[src/rtl/mem_port_arbiter.sv]
// Two-requester (instruction fetch / LSU) arbiter onto a shared memory port.
// Writes complete in one cycle; reads block the port until data returns or the timeout fires.
module mem_port_arbiter #(
  parameter int unsigned TIMEOUT = 255
) (
  input  logic        clk,
  input  logic        rst,
  input  logic        fetch_req,
  input  logic [63:0] fetch_addr,
  output logic        fetch_gnt,
  output logic        fetch_rvalid,
  output logic [63:0] fetch_rdata,
  input  logic        lsu_req,
  input  logic        lsu_we,
  input  logic [63:0] lsu_addr,
  input  logic [63:0] lsu_wdata,
  output logic        lsu_gnt,
  output logic        lsu_rvalid,
  output logic [63:0] lsu_rdata,
  output logic        mem_ren,
  output logic [63:0] mem_raddr,
  input  logic        mem_rvalid,
  input  logic [63:0] mem_rdata,
  output logic        mem_wen,
  output logic [63:0] mem_waddr,
  output logic [63:0] mem_wdata,
  output logic        err
);

  localparam int unsigned AW = 64;
  localparam int unsigned DW = 64;
  localparam int unsigned CW = 16;

  typedef enum logic {IDLE, WAIT_RD} state_t;
  typedef enum logic {REQ_FETCH, REQ_LSU} req_t;

  state_t          state, state_d;
  req_t            last_gnt, last_gnt_d;
  req_t            owner, owner_d;
  logic [CW-1:0]   cnt, cnt_d;
  logic            err_d;
  logic            mem_ren_d, mem_wen_d;
  logic [AW-1:0]   mem_raddr_d, mem_waddr_d;
  logic [DW-1:0]   mem_wdata_d;
  logic            fetch_rvalid_d, lsu_rvalid_d;
  logic [DW-1:0]   fetch_rdata_d, lsu_rdata_d;
  logic            ret_fire;
  logic [DW-1:0]   ret_data;

  // State register and all registered outputs
  always_ff @(posedge clk or negedge rst) begin
    if (!rst) begin
      state        <= IDLE;
      last_gnt     <= REQ_LSU;
      owner        <= REQ_FETCH;
      cnt          <= '0;
      err          <= 1'b0;
      mem_ren      <= 1'b0;
      mem_raddr    <= '0;
      mem_wen      <= 1'b0;
      mem_waddr    <= '0;
      mem_wdata    <= '0;
      fetch_rvalid <= 1'b0;
      fetch_rdata  <= '0;
      lsu_rvalid   <= 1'b0;
      lsu_rdata    <= '0;
    end else begin
      state        <= state_d;
      last_gnt     <= last_gnt_d;
      owner        <= owner_d;
      cnt          <= cnt_d;
      err          <= err_d;
      mem_ren      <= mem_ren_d;
      mem_raddr    <= mem_raddr_d;
      mem_wen      <= mem_wen_d;
      mem_waddr    <= mem_waddr_d;
      mem_wdata    <= mem_wdata_d;
      fetch_rvalid <= fetch_rvalid_d;
      fetch_rdata  <= fetch_rdata_d;
      lsu_rvalid   <= lsu_rvalid_d;
      lsu_rdata    <= lsu_rdata_d;
    end
  end

  // Next-state, grant and output logic
  always_comb begin
    state_d        = state;
    last_gnt_d     = last_gnt;
    owner_d        = owner;
    cnt_d          = cnt;
    err_d          = err;
    mem_ren_d      = 1'b0;
    mem_raddr_d    = mem_raddr;
    mem_wen_d      = 1'b0;
    mem_waddr_d    = mem_waddr;
    mem_wdata_d    = mem_wdata;
    fetch_rvalid_d = 1'b0;
    fetch_rdata_d  = fetch_rdata;
    lsu_rvalid_d   = 1'b0;
    lsu_rdata_d    = lsu_rdata;
    fetch_gnt      = 1'b0;
    lsu_gnt        = 1'b0;
    ret_fire       = 1'b0;
    ret_data       = '0;

    unique case (state)
      IDLE: begin
        // No read is outstanding, so any returned data here is spurious
        if (mem_rvalid) begin
          err_d = 1'b1;
        end
        fetch_gnt = fetch_req && (!lsu_req || (last_gnt == REQ_LSU));
        lsu_gnt   = lsu_req && !fetch_gnt;
        if (fetch_gnt) begin
          last_gnt_d  = REQ_FETCH;
          owner_d     = REQ_FETCH;
          mem_ren_d   = 1'b1;
          mem_raddr_d = fetch_addr;
          cnt_d       = '0;
          state_d     = WAIT_RD;
        end else if (lsu_gnt) begin
          last_gnt_d = REQ_LSU;
          if (lsu_we) begin
            mem_wen_d   = 1'b1;
            mem_waddr_d = lsu_addr;
            mem_wdata_d = lsu_wdata;
          end else begin
            owner_d     = REQ_LSU;
            mem_ren_d   = 1'b1;
            mem_raddr_d = lsu_addr;
            cnt_d       = '0;
            state_d     = WAIT_RD;
          end
        end
      end
      WAIT_RD: begin
        cnt_d = cnt + CW'(1);
        // Real data takes priority over a timeout landing in the same cycle
        if (mem_rvalid) begin
          ret_fire = 1'b1;
          ret_data = mem_rdata;
          state_d  = IDLE;
        end else if (cnt == CW'(TIMEOUT)) begin
          ret_fire = 1'b1;
          ret_data = '0;
          err_d    = 1'b1;
          state_d  = IDLE;
        end
      end
      default: state_d = IDLE;
    endcase

    if (ret_fire) begin
      if (owner == REQ_FETCH) begin
        fetch_rvalid_d = 1'b1;
        fetch_rdata_d  = ret_data;
      end else begin
        lsu_rvalid_d = 1'b1;
        lsu_rdata_d  = ret_data;
      end
    end
  end

endmodule
[config.mk]
export PLATFORM = sky130hd
export DESIGN_NAME = mem_port_arbiter
export DESIGN_NICKNAME = d
export VERILOG_FILES = /design/src/rtl/mem_port_arbiter.sv
export SDC_FILE = /design/constraint.sdc
export NUM_CORES = 1
export LEC_CHECK = 0
export ABC_AREA = 1
export CELL_PAD_IN_SITES_DETAIL_PLACEMENT = 0
export CELL_PAD_IN_SITES_GLOBAL_PLACEMENT = 2
export CORE_MARGIN = 2
export CORE_UTILIZATION = 27
export CTS_BUF_LIST = sky130_fd_sc_hd__clkbuf_2
export DETAILED_ROUTE_END_ITERATION = 7
export HOLD_SLACK_MARGIN = 0.12
export PLACE_DENSITY_LB_ADDON = 0.1
export SLEW_MARGIN = 15
export SYNTH_ARGS = -nofsm -noshare
export SYNTH_HDL_FRONTEND = slang
export SYNTH_SLANG_ARGS = --single-unit
[constraint.sdc]
create_clock -name clk -period 2.6 [get_ports clk]
set_clock_uncertainty 0.2 [all_clocks]
set_input_delay 0.52 -clock clk [delete_from_list [all_inputs] [get_ports clk]]
set_output_delay 0.52 -clock clk [all_outputs]
set_load 0.05 [all_outputs]
### Yosys cells after proc, flatten, opt, wreduce, memory -nomap -nowiden

Cells that the tools add are included.

* bits in registers: 344
* logic and storage cells: 76

* $add $sub $neg: 1
* equality and inequality tests: 7
* mux-type cells: 38
* bitwise logic cells: 3
* reductions and logical operators: 13

Operators with widths (count)
* $mux 64: 5
* $mux 16: 3
* $pmux 16 s2: 1
* $mux 1: 27
* $add 16x1->16 const B: 1
* $eq 16x8->1 const B: 1
* $reduce_and 2->1: 4
* $ne 3x3->1 const B: 2
* $reduce_and 3->1: 2
* $ne 2x1->1 const B: 2
* $ne 2x2->1 const B: 2
* $pmux 1 s2: 2
* $reduce_and 4->1: 1
* $not 1->1: 3
* $logic_and 1x1->1: 2
* $logic_not 1->1: 2
* $reduce_bool 2->1: 1
* $logic_or 1x1->1: 1

### Logic depth before layout (Yosys ltp)

Gate-level depths: netlist of the first run.

* depth after elaboration: 8
* depth in mapped cells: 11

### Worst setup path after synthesis of the first run

OpenSTA, ideal clock, no wires.

* path type: register to output
* start point: reg state
* end point: out fetch_gnt
* arrival: 1527 ps
* required time: 1880 ps
* path slack: 353 ps
* stages on the path, launching flop included: 5
* buffers on the path: 3
* cells stage by stage: dfrtp_1 buf_2 clkbuf_1 buf_2 nor2_1

* word-level cells in the longest chain between the ends: 1

Ends and longest elaborated chain
* from (decl): RTL line 37 `state_t state, state_d;`
* from (signal assigned): RTL line 68 `state <= state_d;`
* $mux 1: RTL line 106 `unique case (state)`
* to (decl): RTL line 10 `output logic fetch_gnt,`

No other way between the ends.

### Worst setup path in the final report of the first run

* start point: in lsu_req
* end point: out lsu_gnt

* word-level cells in the longest chain between the ends: 6

Ends and longest elaborated chain
* from (decl): RTL line 13 `input logic lsu_req,`
* $logic_not 1->1: RTL line 112 `fetch_gnt = fetch_req && (!lsu_req || (last_gnt == REQ_LSU));`
* $logic_or 1x1->1: RTL line 112
* $logic_and 1x1->1: RTL line 112
* $logic_not 1->1: RTL line 113 `lsu_gnt = lsu_req && !fetch_gnt;`
* $logic_and 1x1->1 *: RTL line 113
* $mux 1 *: RTL line 106
* to (decl): RTL line 17 `output logic lsu_gnt,`

Every way passes the cells marked *; elsewhere a longest branch is shown, timed or not.

==> results of run 1 <==
[timing repair]
action	4_1_cts	5_1_grt
hold buffers	270	0
gates resized for setup	1642	13
hold endpoints to repair	671	0
endpoints found under the setup margin	319	15
buffers inserted	4	1
pin swaps	1	1
cloned	1	0
[worst max path at each step]
stage                        start       endpoint  slack, ps
after floorplan              state      fetch_gnt        350
after global placement     lsu_req  mem_waddr[31]        140
after detailed placement   lsu_req  mem_waddr[37]        110
after CTS                 last_gnt      fetch_gnt       -390
after global routing      last_gnt      fetch_gnt       -390
final                      lsu_req        lsu_gnt       -310
[kinds of logic (layout without fill, tap and decap cells)]
group / Yosys count / after routing / synth area share
compound gates: 214 / 214 / 0.0756
fa+ha+maj: 1 / 1 / 0.000874
buf+inv: 207 / 1169 / 0.0691
flops: 344 / 344 / 0.601
other cells: 0 / 7 / 0
simple gates: 863 / 863 / 0.253
[metal layers]
layer	part of all wire	track usage	vias up	routed length (um)
li1	-	-	7113	-
met1	0.41	0.267	6801	24600
met2	0.47	0.346	498	28600
met3	0.090	0.0815	121	5460
met4	0.030	0.0791	8	1800
met5	0.00089	0	-	54
[registers in the layout, summed over array words and instances, names as in the netlist]
register	count
fetch_rdata	64
lsu_rdata	64
mem_raddr	64
mem_waddr	64
mem_wdata	64
cnt	16
err	1
fetch_rvalid	1
last_gnt	1
lsu_rvalid	1
mem_ren	1
mem_wen	1
owner	1
state	1
[synthesized netlist by cell type (all sizes together)]
cell type,count
clkbuf,52
a211oi,1
dfrtp,343
nand2,689
buf,64
ha,1
a22oi,1
o21ai,204
dfstp,1
nand3,16
and3,1
o22ai,2
nand4,131
nor3,3
nor2,22
inv,91
a21oi,6
or2,1
[final cells by class]
class / count / area share
sequential: 344 / 0.371
timing repair buffer: 903 / 0.336
multi-input combinational: 1078 / 0.204
tap: 688 / 0.0370
clock buffer: 152 / 0.0327
inverter: 91 / 0.0147
clock inverter: 23 / 0.00377
antenna: 7 / 0.000754
[cells in the final DEF, fill, tap and decap left out, types with 21 or more instances in the layout]
| cell type | netlist | layout |
|---|---|---|
| buf_12 | 0 | 21 |
| buf_2 | 37 | 246 |
| buf_4 | 11 | 91 |
| clkbuf_2 | 0 | 152 |
| clkdlybuf4s50_1 | 0 | 259 |
| dfrtp_1 | 343 | 341 |
| dlygate4sd3_1 | 0 | 269 |
| inv_1 | 84 | 83 |
| nand2_1 | 686 | 684 |
| nand4_1 | 131 | 131 |
| o21ai_0 | 103 | 103 |
| o21ai_1 | 100 | 100 |
[metrics by stage]
step	setup TNS [ps]	hold slack (ps)	total power [W]	std cells	utilization
floorplan	0	24.4	0.0210	1629	-
global placement	0	248	0.0284	2828	0.400
detailed placement	0	258	0.0285	2828	0.400
CTS	-763	187	0.0311	3278	0.442
global route	-837	218	0.0326	3285	0.443
finish	-595	267	0.0307	3286	0.443
[worst max-delay path: cells and delay by family]
kind                   cells  cell delay (ps)
buffers and inverters      5             1350
AO/OA/AOI/OAI              1              190
AND/OR/NAND/NOR            1              120
[power by group through the flow]
stage          combinational (W)  sequential [W]  clock [W]
3_5_place_dp              0.0191         0.00941          0
3_3_place_gp              0.0191         0.00937          0
2_1_floorplan            0.00320          0.0178          0
5_1_grt                   0.0185         0.00958    0.00447
4_1_cts                   0.0176         0.00927    0.00420
6_report                  0.0175         0.00926    0.00398
==> metrics.yaml, run 1 <==
worst_hold_path:
  hold_depth: 2
  hold_end: "lsu_rdata[62]"
  min_path_type: "reg -> reg"
  hold_path.startpoint: "lsu_rdata[62]"
routing:
  drt-total-wl_um: 60500
  vias: 14500
  post_drt_wl_per_cell_um: 18.4
  avgViaCountPerCell: 4.43
  drcViolationCount: 0
  firstDrtPassIters: 5
  ant_nets: 0
  drt_iter0_drc: 772
global_route:
  grt_overflow: 0
  antenna_found_initial: 10
  grt_pass1_wl_um: 90400
  grt_max_degree: 130
  grt.total_usage: 0.217
  grt_pass1_vias: 14900
clock_tree:
  cts_made_buffers: 99
  clock_tree.root_cell: "clkbuf_2"
  clk_latency_ps: 1050
  htree_levels: 3
  path_clk_slew_ps: 80
  clock-sinks: 344
  cts_buffer_depth: 3
  cts_tree: "done"
floorplanning:
  die_x_um: 234
  dieArea_sq_um: 54900
  rows: 84
  die-height_um: 234
  core_area_sq_um: 52400
  start_util: 0.273
  ioPinCount: 589
synthesis:
  synthDominantCellAreaShare: 0.600
  ys_top_cells_by_area: "dfrtp_1 (60%), nand2_1 (18%), nand4_1 (5.7%), o21ai_0 (3.6%), o21ai_1 (3.5%)"
  syn_nets: 1892
  ys_seq_area_frac: 0.601
  netlist_area_sq_um: 14300
  syn_inst: 1629
  syn_area_per_cell_sq_um: 8.79
  yosysUniqueCellTypes: 28
  synth_area_leader_cell: "dfrtp_1"
  ys_warn_count: 0
  synth.ff_latch_count: 344
setup_path:
  cp_slowest_cell: "dlygate4sd3_1"
  arrival_ps: 2190
  reg2reg_from: "last_gnt"
  path_common_cell: "inv_2"
  critPathMaxStageDelay_ps: 610
  cp-end-kind: "primary output"
  start_kind: "input pin"
  cp_max_fo: 3
  rr_worst_depth: 9
  crit_chain: "clkdlybuf4s50_1 > inv_2 > dlygate4sd3_1 > o21ai_4 > nand2_1 > inv_2 > buf_12"
  worst_ep_required_time_ps: 1880
  crit-reg2reg-capture: "owner"
  crit_type: "in -> out"
  r2r_slack_ps: 140
timing:
  setup_viol: 3
  finalHoldViolations: 0
  relSlewSlack: 0.599
  clock.fmax_mhz: 344
  period_minus_slack_ps: 2910
  tightest_slew_ps: 602
  slew_violations: 0
  period_share: 1.12
  rsz0062_at_grt: "true"
  fin_ws_ps: -306
power_and_ir_drop:
  power.leakage_nw: 12.0
  peakVddDrop_v: 0.000612
  pwr-share-seq: 0.301
  power_frac_clock: 0.129
  swShare: 0.559
  p_sw_w: 0.0172
  p_per_area_nw_per_um2: 1320
  combinationalPowerShare: 0.569
  p_int_w: 0.0135
job:
  maxCapViolations: 0
finish:
  seqCellArea_sq_um: 8610
  syn2layout_area_growth_pct: 62.4
  drive_gt1_frac: 0.213
  multi_input_area_sq_um: 4750
  nFillCells: 5423
  layout.nets: 2780
  final_area_sq_um: 23200
status:
  outcome: "complete, but fails checks"
  violations: "setup timing"
placed_design:
  io_buffers: 588
  place_area_sq_um: 21000
  gp_congestion: 0.817
  place_hpwl_um: 41900
  dp_worst_setup_slack_ps: 111
Power figures use the tool's default switching activity.
==> run 2: changes to the inputs <==
CELL_PAD_IN_SITES_DETAIL_PLACEMENT = not set   (was 0)
CELL_PAD_IN_SITES_GLOBAL_PLACEMENT = not set   (was 2)
CORE_AREA = 2 2 229 231   (was not set)
CORE_MARGIN = not set   (was 2)
CORE_UTILIZATION = not set   (was 27)
DIE_AREA = 0 0 231 233   (was not set)
PLACE_DENSITY_LB_ADDON = not set   (was 0.1)
==> run 2 against run 1 <==
  * The run still ends with setup timing left
  * Clock-buffer cell count is 17 lower
  * First-iteration DRC count rose by 13%
  * Global-route usage down 1.6 points
  * Sequential power barely moved
  * Largest cell class unchanged
  * Non-clock buffer count is 3 higher
  * Setup slack improved by 160 ps
  * Largest power group unchanged
  * Final area down 0.45%
  * Critical endpoint is now fetch_gnt
  * Critical path depth decreased by 3
==> metrics.yaml, run 2 (synthesis results as in run 1) <==
placed_design:
  io_buffers: 588
  dp_worst_setup_slack_ps: 132
  place_hpwl_um: 37700
  gp_congestion: 0.874
  place_area_sq_um: 20900
floorplanning:
  die-height_um: 233
  ioPinCount: 589
  rows: 83
  core_area_sq_um: 51100
  dieArea_sq_um: 53800
  die_x_um: 231
  start_util: 0.280
finish:
  layout_common_cells: "nand2_1 (683), dfrtp_1 (341), buf_2 (279)"
  final_area_sq_um: 23100
  final_common_cell: "nand2_1"
  layout.nets: 2778
  drive_gt1_frac: 0.210
  nFillCells: 5012
  fin_util: 0.453
  syn2layout_area_growth_pct: 61.6
power_and_ir_drop:
  p_per_area_nw_per_um2: 1310
  power.leakage_nw: 12.0
  swShare: 0.558
  p_int_w: 0.0134
  combinationalPowerShare: 0.565
  power_frac_clock: 0.130
  peakVddDrop_v: 0.000701
  pwr-share-seq: 0.305
  p_sw_w: 0.0169
setup_path:
  crit-reg2reg-capture: "mem_raddr[0]"
  start_kind: "register"
  r2r_slack_ps: 100
  cp_max_fo: 3
  crit_path_start: "last_gnt"
  arrival_ps: 2030
  rr_worst_depth: 8
  crit_type: "reg -> out"
  reg2reg_from: "last_gnt"
  cp-end-kind: "primary output"
  worst_ep_required_time_ps: 1880
timing:
  period_share: 1.06
  clock.fmax_mhz: 364
  setup_viol: 2
  whs_ps: 267
  relSlewSlack: 0.528
  period_minus_slack_ps: 2750
  fin_tns_setup_ps: -191
  slew_violations: 0
  rsz0062_at_grt: "true"
  tightest_slew_ps: 708
  fin_ws_ps: -147
  finalHoldViolations: 0
status:
  outcome: "complete, but fails checks"
  violations: "setup timing"
global_route:
  busiest_layer: "met2"
  gr-usage-met3: 0.0667
  grt.total_usage: 0.201
  antenna_found_initial: 5
  grt_pass1_vias: 15100
  grt_overflow: 0
  gr-usage-met1: 0.240
  grt_max_degree: 143
  met2_usage: 0.329
  grt_pass1_wl_um: 84400
routing:
  ant_nets: 0
  drt-total-wl_um: 55200
  drt_iter0_drc: 871
  vias: 14900
  post_drt_wl_per_cell_um: 16.9
  drcViolationCount: 0
  avgViaCountPerCell: 4.55
  firstDrtPassIters: 5
clock_tree:
  htree_levels: 3
  cts_made_buffers: 94
  clock-sinks: 344
  clk_latency_ps: 1030
  path_clk_slew_ps: 100
  cts_buffer_depth: 3
  clock_tree.root_cell: "clkbuf_2"
  cts_tree: "done"
worst_hold_path:
  hold_depth: 2
  min_path_type: "reg -> reg"
  hold_path.startpoint: "err"
  hold_end: "err"
job:
  maxCapViolations: 0
==> run 2: timing repair <==
item                                     CTS  global route
endpoints found under the setup margin   323             5
pin swaps                                  2             2
hold buffers                             274             0
buffers inserted                           4             1
endpoints found under the hold margin    670             0
gates resized for setup                 1653             4
==> run 2: power groups by stage <==
stage | combinational [W] | sequential (W) | clock [W]
5_1_grt | 0.0181 | 0.00958 | 0.00442
4_1_cts | 0.0172 | 0.00926 | 0.00414
3_3_place_gp | 0.0187 | 0.00934 | 0
6_report | 0.0172 | 0.00926 | 0.00395
3_5_place_dp | 0.0188 | 0.00939 | 0
2_1_floorplan | 0.00320 | 0.0178 | 0
==> run 2: worst max-delay path: stages, from the launching register on <==
cell and delay [ps]:
dfstp_2 570, o21ai_4 70, buf_6 130, nor2_4 90, buf_8 150
==> run 2: through the flow <==
stage / power, W / cells
after global routing: 0.0321 / 3266
final: 0.0304 / 3267
after global placement: 0.0280 / 2821
after CTS: 0.0306 / 3262
after detailed placement: 0.0282 / 2821
after floorplan: 0.0210 / 1629
==> run 2: per-layer routing <==
metal / wire length, um / vias up
met5: 12 / -
met4: 1820 / 2
met3: 4980 / 113
met2: 26100 / 621
met1: 22400 / 7020
li1: - / 7094
==> run 2: how the worst max path moves through the flow <==
stage | endpoint | cells past startpoint
final | fetch_gnt | 4
after floorplan | fetch_gnt | 4
after CTS | fetch_gnt | 4
after detailed placement | mem_raddr[9] | 9
after global placement | mem_raddr[8] | 9
after global routing | fetch_gnt | 4
==> run 2: area by class of cell <==
| cell class | instances | area (sq um) | area share |
|---|---|---|---|
| flip-flops and latches | 344 | 8610 | 0.372 |
| repair buffers | 906 | 7710 | 0.333 |
| multi-input cells | 1078 | 4760 | 0.206 |
| well taps | 680 | 851 | 0.0368 |
| clock buffers | 135 | 676 | 0.0292 |
| inverters | 91 | 342 | 0.0148 |
| clock inverters | 29 | 174 | 0.00752 |
| diodes | 4 | 10.0 | 0.000433 |
==> run 3: changes to the inputs <==
SLEW_MARGIN = 20   (was 15)
==> results of run 3 <==
No change in the layout: final DEF, timing and power equal those of run 2.
